===== src/rtl/speculation_controller_pkg.sv =====
`default_nettype none
// ============================================================================
// Module      : speculation_controller_pkg
// Description : Shared state encoding and default sizing for the speculation
//               controller and its shadow-mask helper.
// Revision    : 1.0 - initial release
// ============================================================================
package speculation_controller_pkg;

    localparam int c_DEFAULT_REGCOUNT        = 16;
    localparam int c_DEFAULT_REGADDRBITWIDTH = $clog2(c_DEFAULT_REGCOUNT);

    typedef enum logic [1:0] {
        IDLE  = 2'd0,
        SPEC  = 2'd1,
        FLUSH = 2'd2
    } specState_t;

endpackage
`default_nettype wire


===== src/rtl/speculation_controller_shadow_mask.sv =====
`default_nettype none
// ============================================================================
// Module      : SpeculationShadowMask
// Description : Per-cell "already shadowed" mask plus the write-address decode
//               that produces the shadow-capture strobes.
// Revision    : 1.0 - initial release
// ============================================================================
module SpeculationShadowMask
    import speculation_controller_pkg::*;
#(
    parameter int REGCOUNT        = c_DEFAULT_REGCOUNT,
    parameter int REGADDRBITWIDTH = c_DEFAULT_REGADDRBITWIDTH
) (
    input  logic                       clk,
    input  logic                       async_rst,
    input  logic                       clk_en,
    input  logic                       inSpec,
    input  logic                       clearMask,
    input  logic                       BranchResolveValid,
    input  logic                       IssueWriteValid,
    input  logic [REGADDRBITWIDTH-1:0] IssueWriteAddr,
    output logic [REGCOUNT-1:0]        WillBeWritingToA
);

    logic [REGCOUNT-1:0] r_shadowTaken;

    // Addresses at or above REGCOUNT match no cell and so raise no strobe.
    generate
        for (genvar i = 0; i < REGCOUNT; i++) begin : g_cell
            assign WillBeWritingToA[i] = inSpec
                                      && IssueWriteValid
                                      && (IssueWriteAddr == REGADDRBITWIDTH'(i))
                                      && !r_shadowTaken[i]
                                      && !BranchResolveValid;
        end
    endgenerate

    always_ff @(posedge clk or posedge async_rst) begin
        if (async_rst) begin
            r_shadowTaken <= '0;
        end else if (clk_en) begin
            if (clearMask) begin
                r_shadowTaken <= '0;
            end else begin
                r_shadowTaken <= r_shadowTaken | WillBeWritingToA;
            end
        end
    end

endmodule
`default_nettype wire


===== src/rtl/speculation_controller.sv =====
`default_nettype none
// ============================================================================
// Module      : speculation_controller
// Description : Single-level branch speculation FSM driving register-file
//               shadow capture, commit and restore broadcasts.
//               Optional macro SPECULATION_PERF_COUNTERS_EN adds counters.
// Revision    : 1.0 - initial release
// ============================================================================
module speculation_controller
    import speculation_controller_pkg::*;
#(
    parameter int REGCOUNT        = c_DEFAULT_REGCOUNT,
    parameter int REGADDRBITWIDTH = c_DEFAULT_REGADDRBITWIDTH
) (
    input  logic                       clk,
    input  logic                       async_rst,
    input  logic                       clk_en,
    input  logic                       BranchIssue,
    input  logic                       BranchResolveValid,
    input  logic                       BranchMispredicted,
    input  logic                       IssueWriteValid,
    input  logic [REGADDRBITWIDTH-1:0] IssueWriteAddr,
    output logic                       Speculating,
    output logic [REGCOUNT-1:0]        WillBeWritingToA,
    output logic                       EndSpeculationPulse,
    output logic                       MispredictedSpeculationPulse,
    output logic                       IssueStall
`ifdef SPECULATION_PERF_COUNTERS_EN
    ,
    output logic [31:0]                MispredictCount,
    output logic [31:0]                SpecCycleCount
`endif
);

    specState_t r_state;
    specState_t w_nextState;
    logic       w_enterSpec;
    logic       w_setEnd;
    logic       w_setMisp;
    logic       r_endPulse;
    logic       r_mispPulse;

    always_ff @(posedge clk or posedge async_rst) begin
        if (async_rst) begin
            r_state <= IDLE;
        end else begin
            r_state <= w_nextState;
        end
    end

    // A resolve seen in IDLE or FLUSH is simply ignored.
    always_comb begin
        w_nextState = r_state;
        w_enterSpec = 1'b0;
        w_setEnd    = 1'b0;
        w_setMisp   = 1'b0;
        if (clk_en) begin
            case (r_state)
                IDLE: begin
                    if (BranchIssue) begin
                        w_nextState = SPEC;
                        w_enterSpec = 1'b1;
                    end
                end
                SPEC: begin
                    if (BranchResolveValid) begin
                        if (BranchMispredicted) begin
                            w_nextState = FLUSH;
                            w_setMisp   = 1'b1;
                        end else begin
                            w_nextState = IDLE;
                            w_setEnd    = 1'b1;
                        end
                    end
                end
                FLUSH: begin
                    w_nextState = IDLE;
                end
                default: begin
                    w_nextState = IDLE;
                end
            endcase
        end
    end

    // Pulses freeze with the rest of the state while clk_en is low.
    always_ff @(posedge clk or posedge async_rst) begin
        if (async_rst) begin
            r_endPulse  <= 1'b0;
            r_mispPulse <= 1'b0;
        end else if (clk_en) begin
            r_endPulse  <= w_setEnd;
            r_mispPulse <= w_setMisp;
        end
    end

    assign Speculating                  = (r_state == SPEC);
    assign EndSpeculationPulse          = r_endPulse;
    assign MispredictedSpeculationPulse = r_mispPulse;
    assign IssueStall                   = (r_state == FLUSH)
                                       || ((r_state == SPEC) && BranchIssue);

    SpeculationShadowMask #(
        .REGCOUNT        (REGCOUNT),
        .REGADDRBITWIDTH (REGADDRBITWIDTH)
    ) u_shadowMask (
        .clk                (clk),
        .async_rst          (async_rst),
        .clk_en             (clk_en),
        .inSpec             (r_state == SPEC),
        .clearMask          (w_enterSpec),
        .BranchResolveValid (BranchResolveValid),
        .IssueWriteValid    (IssueWriteValid),
        .IssueWriteAddr     (IssueWriteAddr),
        .WillBeWritingToA   (WillBeWritingToA)
    );

`ifdef SPECULATION_PERF_COUNTERS_EN
    logic [31:0] r_mispredictCount;
    logic [31:0] r_specCycleCount;

    always_ff @(posedge clk or posedge async_rst) begin
        if (async_rst) begin
            r_mispredictCount <= 32'd0;
            r_specCycleCount  <= 32'd0;
        end else if (clk_en) begin
            if (w_setMisp && (r_mispredictCount != 32'hFFFF_FFFF)) begin
                r_mispredictCount <= r_mispredictCount + 32'd1;
            end
            if ((r_state == SPEC) && (r_specCycleCount != 32'hFFFF_FFFF)) begin
                r_specCycleCount <= r_specCycleCount + 32'd1;
            end
        end
    end

    assign MispredictCount = r_mispredictCount;
    assign SpecCycleCount  = r_specCycleCount;
`else
    // Default build carries no performance counters.
`endif

endmodule
`default_nettype wire


===== config.mk =====
export PLATFORM = sky130hd
export DESIGN_NAME = speculation_controller
export DESIGN_NICKNAME = d
export VERILOG_FILES = /design/src/rtl/speculation_controller_pkg.sv /design/src/rtl/speculation_controller_shadow_mask.sv /design/src/rtl/speculation_controller.sv
export SDC_FILE = /design/constraint.sdc
export NUM_CORES = 1
export LEC_CHECK = 0
export ABC_AREA = 1
export CORE_ASPECT_RATIO = 0.9
export CORE_UTILIZATION = 37
export DETAILED_ROUTE_END_ITERATION = 8
export HOLD_SLACK_MARGIN = 0.15
export PLACE_DENSITY = 0.62
export SLEW_MARGIN = 40
export SYNTH_ARGS = -nofsm -noshare
export SYNTH_HDL_FRONTEND = slang
export SYNTH_SLANG_ARGS = --single-unit

===== constraint.sdc =====
create_clock -name clk -period 1.42 [get_ports clk]
set_input_delay 0.284 -clock clk [delete_from_list [all_inputs] [get_ports clk]]
set_output_delay 0.284 -clock clk [all_outputs]
set_load 0.02 [all_outputs]

## Word-level counts from Yosys, hierarchy flattened

Cells that the tools add are included.
W data, S select, Z words.

- Register bits: 20
- Input bits: 11
- Output and inout bits: 20
- Logic and storage cells: 109

- Equality and inequality tests: 19
- Multiplexer cells: 14
- Bitwise gates (word level): 1
- Reduce and logical (&&, ||, !) cells: 71

Operators by type and width:

| cell | number |
|---|---|
| $logic_and A1 B1 Y1 | 50 |
| $eq A4 B4 Y1 const B | 8 |
| $logic_not A1 Y1 | 17 |
| $eq A4 B3 Y1 const B | 4 |
| $mux W16 | 1 |
| $or A16 B16 Y16 | 1 |
| $mux W1 | 9 |
| $eq A4 B2 Y1 const B | 2 |
| $mux W2 | 3 |
| $eq A4 B1 Y1 const B | 1 |
| $logic_not A4 Y1 | 1 |
| $ne A2 B2 Y1 const B | 2 |
| $pmux W2 S2 | 1 |
| $reduce_and A3 Y1 | 1 |
| $eq A2 B1 Y1 const B | 1 |
| $eq A2 B2 Y1 const B | 1 |
| $logic_not A2 Y1 | 1 |
| $logic_or A1 B1 Y1 | 1 |

## Logic depth before layout (Yosys ltp)

Gate-level depths: netlist (run 1).

- Word-level depth: 7
- Mapped depth: 7
- Gate-level depth less buffers: 7

## Cells and area by module

A second synthesis (run 1) with hierarchy kept.

- Cell total of the unflattened synthesis: 170
- Area total of the unflattened synthesis: 1,197.4 um^2

Modules (own cells, without submodules):

| module | times used | cells an instance | area an instance (um^2) | sequential area each (um^2) |
|---|---|---|---|---|
| SpeculationShadowMask | 1 | 142 | 975.9 | 400.4 |
| speculation_controller | 1 | 28 | 221.5 | 100.1 |

## Worst setup path after synthesis (run 1)

No wires, ideal clock.

- Kind: reg2out
- Start: reg r_state[1]
- End: out WillBeWritingToA[10]
- Arrival time: 1,253 ps
- Required time: 1,136 ps
- Path slack: -117 ps
- Stages on the path, launching flop included: 5
- Buffers on the path: 1
- Path through: dfrtp_1 -> inv_1 -> nand3_1 -> clkbuf_1 -> nor3_1

- Word-level cells in the longest chain between the ends: 5

Ends and longest elaborated chain:

| item | RTL line | text |
|---|---|---|
| start: declaration | speculation_controller.sv:35 | `specState_t r_state;` |
| start signal: assignment | speculation_controller.sv:47 | `r_state <= w_nextState;` |
| $eq A2 B1 Y1 | speculation_controller.sv:110 | `.inSpec (r_state == SPEC),` |
| $logic_and A1 B1 Y1 | speculation_controller_shadow_mask.sv:31 | `&& IssueWriteValid` |
| $logic_and A1 B1 Y1 | speculation_controller_shadow_mask.sv:32 | `&& (IssueWriteAddr == REGADDRBITWIDTH'(i))` |
| $logic_and A1 B1 Y1 | speculation_controller_shadow_mask.sv:33 | `&& !r_shadowTaken[i]` |
| $logic_and A1 B1 Y1 | speculation_controller_shadow_mask.sv:34 | `&& !BranchResolveValid;` |
| end: declaration | speculation_controller.sv:24 | `output logic [REGCOUNT-1:0] WillBeWritingToA,` |

Every way passes these cells.

## Worst setup path in the final report (run 1)

- Start: reg r_state[1]
- End: out WillBeWritingToA[1]

The elaborated chain is that of the path after synthesis.

==> results of run 1 <==
## per-stage QoR
stage | area, sq um | worst slack, ns | util
3_3_place_gp | 1810 | -0.875 | 0.591
3_5_place_dp | 1810 | -0.945 | 0.591
5_1_grt | 2100 | -0.349 | 0.683
4_1_cts | 2070 | -0.322 | 0.674
2_1_floorplan | 1200 | -0.117 | -
6_report | 2100 | -0.292 | 0.683
## logic make-up after synthesis
| family | count (synthesis) | share of synthesized area |
|---|---|---|
| AND/OR/NAND/NOR | 87 | 0.334 |
| buffers and inverters | 42 | 0.147 |
| AO/OA/AOI/OAI | 22 | 0.0978 |
| flip-flops | 20 | 0.421 |
## registers in the layout (all words and copies together) (netlist names)
register	count
MispredictedSpeculationPulse	1
r_state	2
EndSpeculationPulse	1
u_shadowMask.r_shadowTaken	16
## power by group through the flow
stage	sequential [uW]	combinational (uW)	clock (uW)
6_report	606	435	483
5_1_grt	608	470	513
4_1_cts	604	423	495
3_5_place_dp	613	350	0
3_3_place_gp	612	343	0
2_1_floorplan	615	161	0
## per-layer routing
metal	vias up	part of all wire	global-route usage
li1	685	-	-
met1	628	0.43	0.351
met2	41	0.50	0.404
met3	8	0.053	0.0442
met4	0	0.016	0.0762
met5	-	0	0
## cell usage in the layout, fill, tap and decap left out, drive strengths merged
master / synthesis / layout
nand3: 23 / 23
dlygate4sd2: 0 / 6
a21oi: 16 / 16
o32ai: 1 / 1
bufinv: 0 / 1
dfrtp: 20 / 20
nand4: 1 / 1
nand2: 20 / 20
nand3b: 1 / 1
clkdlybuf4s15: 0 / 1
o21ai: 3 / 3
inv: 34 / 34
o22ai: 2 / 2
clkbuf: 1 / 3
nor3: 17 / 17
nor2: 25 / 25
dlymetal6s2s: 0 / 1
clkdlybuf4s50: 0 / 4
buf: 7 / 60
## what timing repair did
item / 4_1_cts / 5_1_grt
cloned: 2 / 0
endpoints found under the setup margin: 20 / 35
pin swaps: 16 / 5
hold endpoints to repair: 0 / 0
setup buffers: 3 / 1
gates resized for setup: 157 / 15
## area by class of cell
type	count	area, sq um
repair buffers	72	664
multi-input cells	109	698
clock inverters	1	30.0
flip-flops and latches	20	500
fillers	250	971
clock buffers	3	22.5
inverters	34	128
well taps	42	52.6
## final timing paths
check                                    start                              to  slack (ns)  cells past startpoint
max                                 r_state[1]             WillBeWritingToA[1]       -0.29                      5
min                                  async_rst  u_shadowMask.r_shadowTaken[10]        0.29                      3
max reg2reg                         r_state[1]   u_shadowMask.r_shadowTaken[3]        0.10                      7
min reg2reg                EndSpeculationPulse             EndSpeculationPulse        0.53                      2
max in group asynchronous            async_rst             EndSpeculationPulse        0.92                      3
min in group clk            BranchResolveValid   u_shadowMask.r_shadowTaken[7]        0.48                      4
## tightest hold or removal path, cell delays in order
cell and delay (ns):
clkdlybuf4s50_1 0.40, inv_1 0.05, buf_4 0.26
==> out/results.tsv, run 1 <==
metric	value	unit
status	complete, but fails checks	
Slew HR	0.816	
H-tree levels	1	
most used standard cell by instance count after synthesis	inv_1	
#FFs+latches synth	20	
clk_lat worst skew	0.31	ns
crit path buf inv count	3	
Cells after DPL	272	
Cell variety after synth	18	
RSZ-0062 raised after global routing	true	
Die Ht	55.8	um
Critical Path RT	1.14	ns
vias in the first global route	1424	
gp weighted congestion	0.823	
crit path max fanout	7	
final period utilization	1.21	
top cells by area, synth	dfrtp_1 (42%), inv_1 (10%), nand3_1 (9.7%)	
power share of the clock group	0.317	
worst hold margin	0.285	ns
Synth area leader	dfrtp_1	
IO Port Bufs	30	
clock sinks	20	
post-synthesis async set-or-reset flop share	1.00	
Leak	0.00103	uW
core area	3070	sq um
clk slew on worst S/H paths	0.13	ns
Sw Pwr	458	uW
sw frac	0.301	
syn avg cell area	6.96	sq um
Max Root-Sink Buffers	2	
diodes inserted	0	
wire per inst	13.6	um
global route overflow	0	
Arr. time, crit path	1.43	ns
post-layout min period	1.71	ns
first-pass GRT wire length	6530	um
dpl hpwl	2480	um
Total Power	1520	uW
die area	3450	sq um
worst-margin pin slew	0.275	ns
total CTS buffers	3	
drt pass-1 iters	4	
Post-synth EDFFs	0	
Worst path max stage delay	0.41	ns
final setup violation count	18	
share of layout cells above drive strength 1	0.418	
Syn-to-layout area delta	76.1	%
Yosys top cell area share	0.421	
syn nets	182	
largest net degree at the start of global routing	21	
Initial Util	0.388	
maxcap violations	0	
Hold WC Path Type	in -> async	
Comb power frac	0.285	
Peak supply drop	0.461	mV
Total GRT Usage	0.255	
failing checks	setup timing	
worst-path cell chain	inv_2 -> nand3_4 -> buf_16 -> nor3_4 -> buf_6	
most frequent cells after synthesis	inv_1 (33), nor2_1 (25), nand3_1 (23)	
Syn Inst Count	171	
IO Count	31	
Initial DRC Count	66	
# hold bufs at CTS	0	
Setup Crit Path Kind	reg -> out	
vias per cell	4.85	
Reg power frac	0.398	
Fmax achieved	584	MHz
Setup TNS	-4.41	ns
residual DRC count	0	
Final WS setup	-0.292	ns
via count	1362	
Finished Layout Cells	281	
Die Wd	61.8	um
Int Pwr	1070	uW
clk_skew	0.00598	ns
Final Hold Viols	0	
initial antenna violation count	0	
Post-Route WL	3830	um
final antenna-violating net count	0	
Site Rows	19	
startpoint types	register	
nets@finish	251	
TritonCTS clock tree	done	
Synth warnings	0	
Critical Path End Type	output port	
sequential area share after synthesis	0.421	
Root Buffer	clkbuf_4	
power per cell area	727	nW/um^2
Critical Path Slowest Stage Cell	dfrtp_1	
CP top delay family	buffers and inverters	
Main synth FF type	dfrtp_1	
fin. max-slew vios	0	
Cell Area, Synth	1190	sq um
(Power assumes the default switching activity.)
==> run 2, diff against run 1 <==
SKIP_CTS_REPAIR_TIMING = 1   (was not set)
==> out/results.tsv, run 2 (synthesis results as in run 1) <==
metric	value	unit
status	complete, but fails checks	
failing checks	setup timing	
fin util	0.636	
Hold WC Path Type	in -> async	
share of layout cells above drive strength 1	0.343	
nets@finish	251	
Post-Route WL	3680	um
crit path from	r_state[1]	
max reg flops	16	
Syn-to-layout area delta	63.9	%
Reg power frac	0.407	
Sw Pwr	427	uW
Int Pwr	1060	uW
final period utilization	1.22	
TritonCTS clock tree	done	
Slew HR	0.771	
Comb power frac	0.266	
Fmax achieved	576	MHz
Max Root-Sink Buffers	2	
Root Buffer	clkbuf_4	
core area	3070	sq um
Leak	0.000993	uW
sw frac	0.287	
Die Ht	55.8	um
Reg with most FFs	u_shadowMask.r_shadowTaken	
Critical Path RT	1.14	ns
maxcap violations	0	
fin. max-slew vios	0	
IO Count	31	
residual DRC count	0	
clk_lat worst skew	0.32	ns
Die Wd	61.8	um
Peak supply drop	0.455	mV
worst-margin pin slew	0.342	ns
gp weighted congestion	0.823	
Initial Util	0.388	
vias in the first global route	1232	
Critical Path End Type	output port	
RSZ-0062 raised after global routing	true	
total CTS buffers	3	
wire per inst	13.1	um
post-layout min period	1.74	ns
initial antenna violation count	0	
power per cell area	762	nW/um^2
diodes inserted	0	
Cells after DPL	272	
dpl hpwl	2480	um
vias per cell	4.71	
Site Rows	19	
clk_skew	0.00959	ns
die area	3450	sq um
most frequent cells in the layout	buf_4 (53), inv_1 (31), nor2_1 (24), nand3_1 (22), dfrtp_1 (20)	
Setup Crit Path Kind	reg -> out	
final setup violation count	18	
commonest non-fill, non-tap cell in the layout	buf_4	
largest net degree at the start of global routing	31	
power share of the clock group	0.327	
Finished Layout Cells	281	
Total GRT Usage	0.211	
Arr. time, crit path	1.45	ns
Initial DRC Count	50	
crit path max fanout	15	
R2R Path Start	r_state[1]	
clk slew on worst S/H paths	0.13	ns
via count	1324	
first-pass GRT wire length	5460	um
IO Port Bufs	30	
largest registers	u_shadowMask.r_shadowTaken x16, r_state x2	
Final Hold Viols	0	
clock sinks	20	
Final WS setup	-0.316	ns
H-tree levels	1	
drt pass-1 iters	4	
final antenna-violating net count	0	
startpoint types	register	
global route overflow	0	
[run 2: changes by cell type in the layout (fill, tap and decap cells not counted), moves of 6 or more]
cell,previous run,this run
buf_6,14,1
buf_4,43,53
nor3_4,11,2
dlymetal6s2s_1,1,8
dlygate4sd2_1,6,0
inv_1,25,31
inv_2,9,3
nor3_1,0,6
[run 2: path summary, 6_finish.rpt]
check | endpoint | slack, ns | cells past startpoint
setup / recovery | WillBeWritingToA[12] | -0.32 | 5
hold / removal | u_shadowMask.r_shadowTaken[10] | 0.28 | 3
setup reg to reg | u_shadowMask.r_shadowTaken[15] | 0.09 | 7
hold reg to reg | EndSpeculationPulse | 0.53 | 2
max in group asynchronous | u_shadowMask.r_shadowTaken[9] | 0.91 | 3
min in group clk | u_shadowMask.r_shadowTaken[7] | 0.43 | 4
[run 2: power by group through the flow]
stage,sequential [uW],clock (uW),combinational (uW)
after floorplan,615,0,161
after global placement,612,0,343
after detailed placement,613,0,350
after CTS,602,495,353
after global routing,608,511,428
final,606,487,395
[run 2: layout make-up]
cell class / count / area (sq um)
inverter: 34 / 128
tap: 42 / 52.6
multi-input combinational: 109 / 588
sequential: 20 / 500
fill: 281 / 1120
clock inverter: 1 / 30.0
timing repair buffer: 72 / 629
clock buffer: 3 / 22.5
[run 2: routing by layer]
metal | track usage | up-vias | share of wire
met5 | 0 | - | 0
met4 | 0.0476 | 0 | 0.0087
met3 | 0.0233 | 4 | 0.033
met2 | 0.341 | 32 | 0.51
met1 | 0.299 | 608 | 0.45
li1 | - | 680 | -
[run 2: through the flow]
| stage | TNS (ns) | setup slack [ns] | hold slack (ns) | area [sq um] | total power (uW) |
|---|---|---|---|---|---|
| final | -4.77 | -0.316 | 0.284 | 1950 | 1490 |
| after global routing | -6.06 | -0.377 | 0.355 | 1950 | 1550 |
| after CTS | -15.33 | -0.944 | 0.302 | 1870 | 1450 |
| after detailed placement | -17.01 | -0.945 | 0.496 | 1810 | 963 |
| after global placement | -16.23 | -0.875 | 0.490 | 1810 | 954 |
| after floorplan | -1.24 | -0.117 | 0.248 | 1200 | 776 |
[run 2: worst max-delay path, stage by stage, from the launching register on]
cell and delay (ns):
dfrtp_1 0.41, inv_2 0.09, nand3_4 0.10, buf_12 0.17
nor3_1 0.18, buf_2 0.19
==> RTL edit 1, RTL diff (flow settings as in run 2) <==
Change the package constant `c_DEFAULT_REGCOUNT` from 16 to 32.
--- a/src/rtl/speculation_controller_pkg.sv
+++ b/src/rtl/speculation_controller_pkg.sv
@@ -8,5 +8,5 @@
 package speculation_controller_pkg;
 
-    localparam int c_DEFAULT_REGCOUNT        = 16;
+    localparam int c_DEFAULT_REGCOUNT        = 32;
     localparam int c_DEFAULT_REGADDRBITWIDTH = $clog2(c_DEFAULT_REGCOUNT);
 
Ports: changed (resized IssueWriteAddr and WillBeWritingToA); port bits go from 31 to 48. No check against the original RTL was run, so the function may have changed too.
==> RTL edit 1 against run 2 <==
The run still ends with negative setup slack left. Setup slack worse by 0.15 ns. Total power up 77%. Synthesized cell count up 73%. Design area up 90%. Sequential cell count up 16. Non-clock buffer count up 44. Routed wire length up 66%. Critical path depth up 2. Global-route usage down 2.1 points. Synthesized area up 85%. Critical endpoint is now WillBeWritingToA[24].
==> RTL edit 1: results (changes against run 2) <==
Outcome
  • Status: finished, violations left
  • Failing checks: negative setup slack

Timing
  • Setup TNS Final: -16.68 ns (-11.91 ns)
  • Final setup viols: 66 (+48)
  • Clock Skew: 0.002414 ns (-0.007177 ns)
  • PnR worst setup slack: -0.4641 ns (-0.1483 ns)
  • Hold_ws: 0.3294 ns (+0.04535 ns)
  • Tightest Pin Transition: 0.2717 ns (-0.07053 ns)

Cells and area
  • Sequential cell area share: 0.2431 (-0.01350)
  • Fraction of area in non-clock buffers: 0.2971 (-0.02555)
  • Layout Utilization: 0.6510 (+0.01492)
  • Clock buf/inv share: 0.03005 (+0.003107)
  • Inverters: 60 (+76%)
  • Non-clock buffers: 116 (+61%)
  • Largest regs: u_shadowMask.r_shadowTaken x32, r_state x2
  • Fillers: 487 (+73%)
  • Multi-input gates: 186 (+71%)
  • Layout net count: 417 (+66%)

Route
  • WL met2: 2955 um (+57%)
  • Via count: 2,279 (+72%)
  • DRT iter0 DRCs: 85 (+70%)
  • Routed wire length: 6105 um (+66%)
  • Via/cell ratio: 4.788 (+1.6%)

Placed design
  • Area post-placement: 0.003313 sq mm (+83%)
  • DP HPWL: 3937 um (+59%)
  • Placed cells: 452 (+66%)
  • Dpl ws: -1.123 ns (-0.1782 ns)

Logic synthesis
  • Synth Instances: 296 (+73%)
  • Post-synthesis sequential area ratio: 0.4098 (-0.01082)
  • Count of different cell masters after synthesis: 20 (+2)
  • Top post-synthesis cells by area: dfrtp_1 (41%), inv_1 (8.9%), nand3_1 (7.5%)

Clocking
  • CTS clock-pin slew for the worst setup and hold paths: 0.08 ns (-0.05 ns)
  • Root buffer cell: clkbuf_8
  • Total CTS buffers: 5 (+2)
  • H-Tree Depth: 2 (+1)

Critical path
  • Crit path arrival time: 1.60 ns (+0.15 ns)
  • R2R depth: 10 (+3)
  • Crit path max fanout: 7 (-8)
  • RR Endpoint: u_shadowMask.r_shadowTaken[20]$_DFFE_PP0P_
  • Reg-to-reg setup timing slack: -0.16 ns (-0.25 ns)
  • Setup crit end: WillBeWritingToA[24]

Floorplanning
  • Width of the die: 83.25 um (+35%)

Pwr
  • Worst vdd ir: 0.5910 mV (+30%)
  • Leak: 1.667 nW (+68%)
  • Switch Pwr: 0.0007743 W (+81%)

Global route
  • Global-route wire length before repair: 9411 um (+72%)
  • Vias in the first global route: 2,039 (+66%)
  • Gr usage total: 0.1900 (-0.02077)
RTL edit 1: cell types whose count changed after synthesis, sizes merged, moves of 2 or more:
cell	change
dfrtp	+16
o21ai	+2
nand2	+4
buf	+8
nor3	+13
nand3	+11
a21oi	+16
nor2	+30
inv	+26
nor4	+2
RTL edit 1: metal layers:
| layer | global-route usage | up-vias |
|---|---|---|
| met2 | 0.3242 | 66 |
| met5 | 0 | - |
| met3 | 0.03289 | 12 |
| met1 | 0.2516 | 1049 |
| met4 | 0.05939 | 0 |
| li1 | - | 1152 |
RTL edit 1: cells by family (layout without fill, tap and decap cells):
logic type             Yosys count  after routing
AND/OR/NAND/NOR                147            148
flip-flops                      36             36
AO/OA/AOI/OAI                   38             38
buffers and inverters           75            184
RTL edit 1: power groups by stage:
stage	Combinational [W]	Clock [W]	Sequential [W]
floorplan	0.000261	0	0.00109
global placement	0.000477	0	0.00109
detailed placement	0.000483	0	0.00109
CTS	0.000485	0.000947	0.00107
global route	0.000687	0.000985	0.00108
finish	0.000638	0.000930	0.00107
==> RTL edit 2, RTL diff (flow settings as in run 2) <==
Without the edit above. Re-encode `specState_t` (3 states) as one-hot, 3 bits wide.
--- a/src/rtl/speculation_controller_pkg.sv
+++ b/src/rtl/speculation_controller_pkg.sv
@@ -11,8 +11,8 @@
     localparam int c_DEFAULT_REGADDRBITWIDTH = $clog2(c_DEFAULT_REGCOUNT);
 
-    typedef enum logic [1:0] {
-        IDLE  = 2'd0,
-        SPEC  = 2'd1,
-        FLUSH = 2'd2
+    typedef enum logic [2:0] {
+        IDLE  = 3'b001,
+        SPEC  = 3'b010,
+        FLUSH = 3'b100
     } specState_t;
 
Behaviour: same outputs for any inputs over 10 cycles, from zero or initial values and one cycle with async_rst high; not proved beyond that.
==> RTL edit 2 against run 2 <==
Utilization is 0.50 points lower. Sequential cell count rose by 1. Routed wire length increased by 6.1%. Setup slack better by 0.043 ns. Largest cell class is now multi-input gates. Design area is 11% higher. Count of clock-buffer cells in the layout is 1 higher. The flow still finishes with violations (negative setup slack). Synthesized area rose by 13%.
Power is not compared: it rests on default switching activity, and its combinational part moved more than twofold at a synthesized area within 25%.
==> RTL edit 2: results (changes against run 2) <==
Outcome
  • Status: finished, violations left
  • Failing checks: negative setup slack

Route
  • Via/cell ratio: 4.946 (+5.0%)
  • DRT iter0 DRCs: 120 (+140%)
  • Routed wire length: 3902 um (+6.1%)
  • Router iterations before antenna repair: 5 (+1)

Critical path
  • Worst setup path start: IssueWriteValid
  • Crit path max fanout: 16 (+1)
  • CP max stage cell: clkdlybuf4s50_1
  • Critical path's top delay family: buffers and inverters
  • Crit path arrival time: 1.41 ns (-0.04 ns)
  • Critical Path Max Stage Delay: 0.45 ns (+0.04 ns)
  • Worst r2r src: r_state[0]$_DFFE_PP1P_

Global route
  • Vias in the first global route: 1,440 (+17%)
  • Antenna violations before repair: 0 (unchanged)
  • M3 GR Usage: 0.01923 (-0.004025)
  • Global-route wire length before repair: 6147 um (+13%)
  • Global-route met1 utilization: 0.2800 (-0.01895)
  • Largest net degree at the start of global routing: 20 (-35%)
  • Gr usage total: 0.2076 (-0.003140)
  • Met2 usage: 0.3476 (+0.006556)

Cells and area
  • Fraction of layout cells with a size suffix above 1: 0.4127 (+0.06960)
  • Layout net count: 264 (+5.2%)
  • Inserted Diodes: 0 (unchanged)
  • Layout Cells excl Fill: 296 (+5.3%)
  • Largest regs: u_shadowMask.r_shadowTaken x16, r_state x3

Clocking
  • Root buffer cell: clkbuf_8
  • Total CTS buffers: 3 (unchanged)
  • Clk Latency, worst-skew pair: 0.26 ns (-0.06 ns)
  • H-Tree Depth: 1 (unchanged)
  • CTS clock-pin slew for the worst setup and hold paths: 0.08 ns (-0.05 ns)
  • CTS max path bufs: 2 (unchanged)

Pwr
  • Switch Pwr: 0.0006937 W
  • Worst vdd ir: 0.5999 mV
  • Leak: 1.119 nW

Placed design
  • Placed cells: 288 (+5.9%)
  • DP HPWL: 2685 um (+8.4%)
  • Routability congestion estimate: 0.7963 (-3.2%)
  • Area post-placement: 0.001987 sq mm (+9.6%)
  • I/O Buffers: 30 (unchanged)

Timing
  • Final setup viols: 30 (+12)
  • Rel. slew slack: 0.8387 (+0.06725)
  • Setup TNS Final: -4.342 ns (+0.4292 ns)
  • PnR worst setup slack: -0.2728 ns (+0.04298 ns)
  • Clock Skew: 0.003347 ns (-0.006244 ns)

Logic synthesis
  • List of most frequent post-synthesis cells: nor2_1 (39), inv_1 (34), nand2_1 (29)
  • Synth warn: 0 (unchanged)
  • Count of different cell masters after synthesis: 21 (+3)
  • Post-synthesis sequential area ratio: 0.3913 (-0.02935)
  • Post-synthesis async set-or-reset flop share: 1.000 (unchanged)
  • Post-synth net total: 204 (+12%)
  • Average cell area after synthesis: 6.976 sq um (+0.25%)
  • Top post-synthesis cells by area: dfrtp_1 (37%), nor2_1 (11%), inv_1 (9.5%)

Worst hold path
  • Hold Path Class: in2async
==> RTL edit 2: through the flow <==
step / hold slack [ns] / worst slack (ns)
6_report: 0.2144 / -0.2728
5_1_grt: 0.2446 / -0.3365
4_1_cts: 0.2193 / -0.8896
3_5_place_dp: 0.4682 / -0.8765
3_3_place_gp: 0.4631 / -0.8610
2_1_floorplan: 0.2598 / -0.1043
==> RTL edit 2: power by group through the flow <==
| stage | Clock (W) | Combinational, W | Sequential [W] |
|---|---|---|---|
| after global placement | 0 | 0.000664 | 0.000731 |
| after global routing | 0.000435 | 0.000876 | 0.000737 |
| final | 0.000393 | 0.000809 | 0.000725 |
| after CTS | 0.000407 | 0.000677 | 0.000723 |
| after detailed placement | 0 | 0.000675 | 0.000735 |
| after floorplan | 0 | 0.000408 | 0.000735 |
==> RTL edit 2: area by class of cell <==
| cell class | instances | area [sq um] |
|---|---|---|
| sequential | 21 | 526.8 |
| tap | 44 | 55.05 |
| fill | 317 | 1265 |
| multi-input combinational | 129 | 813.3 |
| clock buffer | 4 | 45.04 |
| timing repair buffer | 62 | 578.1 |
| inverter | 36 | 145.1 |
==> RTL edit 2: path summary, 6_finish.rpt <==
path	end	slack, ns	cells after the start
max	WillBeWritingToA[0]	-0.27	6
max in group asynchronous	u_shadowMask.r_shadowTaken[5]$_DFFE_PP0P_	0.81	3
max reg2reg	u_shadowMask.r_shadowTaken[14]$_DFFE_PP0P_	-0.05	7
min in group clk	r_state[0]$_DFFE_PP1P_	0.48	2
min	r_state[1]$_DFFE_PP0P_	0.21	2
min reg2reg	r_state[0]$_DFFE_PP1P_	0.48	2
==> RTL edit 2: cell families after synthesis <==
| kind of cell | count (synthesis) | share of synthesized area |
|---|---|---|
| compound gates | 20 | 0.09294 |
| buf+inv | 43 | 0.1440 |
| flops | 21 | 0.3913 |
| simple gates | 109 | 0.3718 |
==> RTL edit 2: worst reg2reg max path: cells and delay by family, from the launching register on <==
family	cells	cell delay, ns
compound gates	1	0.03
buf+inv	3	0.39
simple gates	3	0.39
flops	1	0.54
==> RTL edit 2: metal layers <==
| layer | wire (um) | share of wire |
|---|---|---|
| met1 | 1713 | 0.44 |
| met2 | 1896 | 0.49 |
| met3 | 240 | 0.062 |
| met4 | 51 | 0.013 |
| met5 | 0 | 0 |
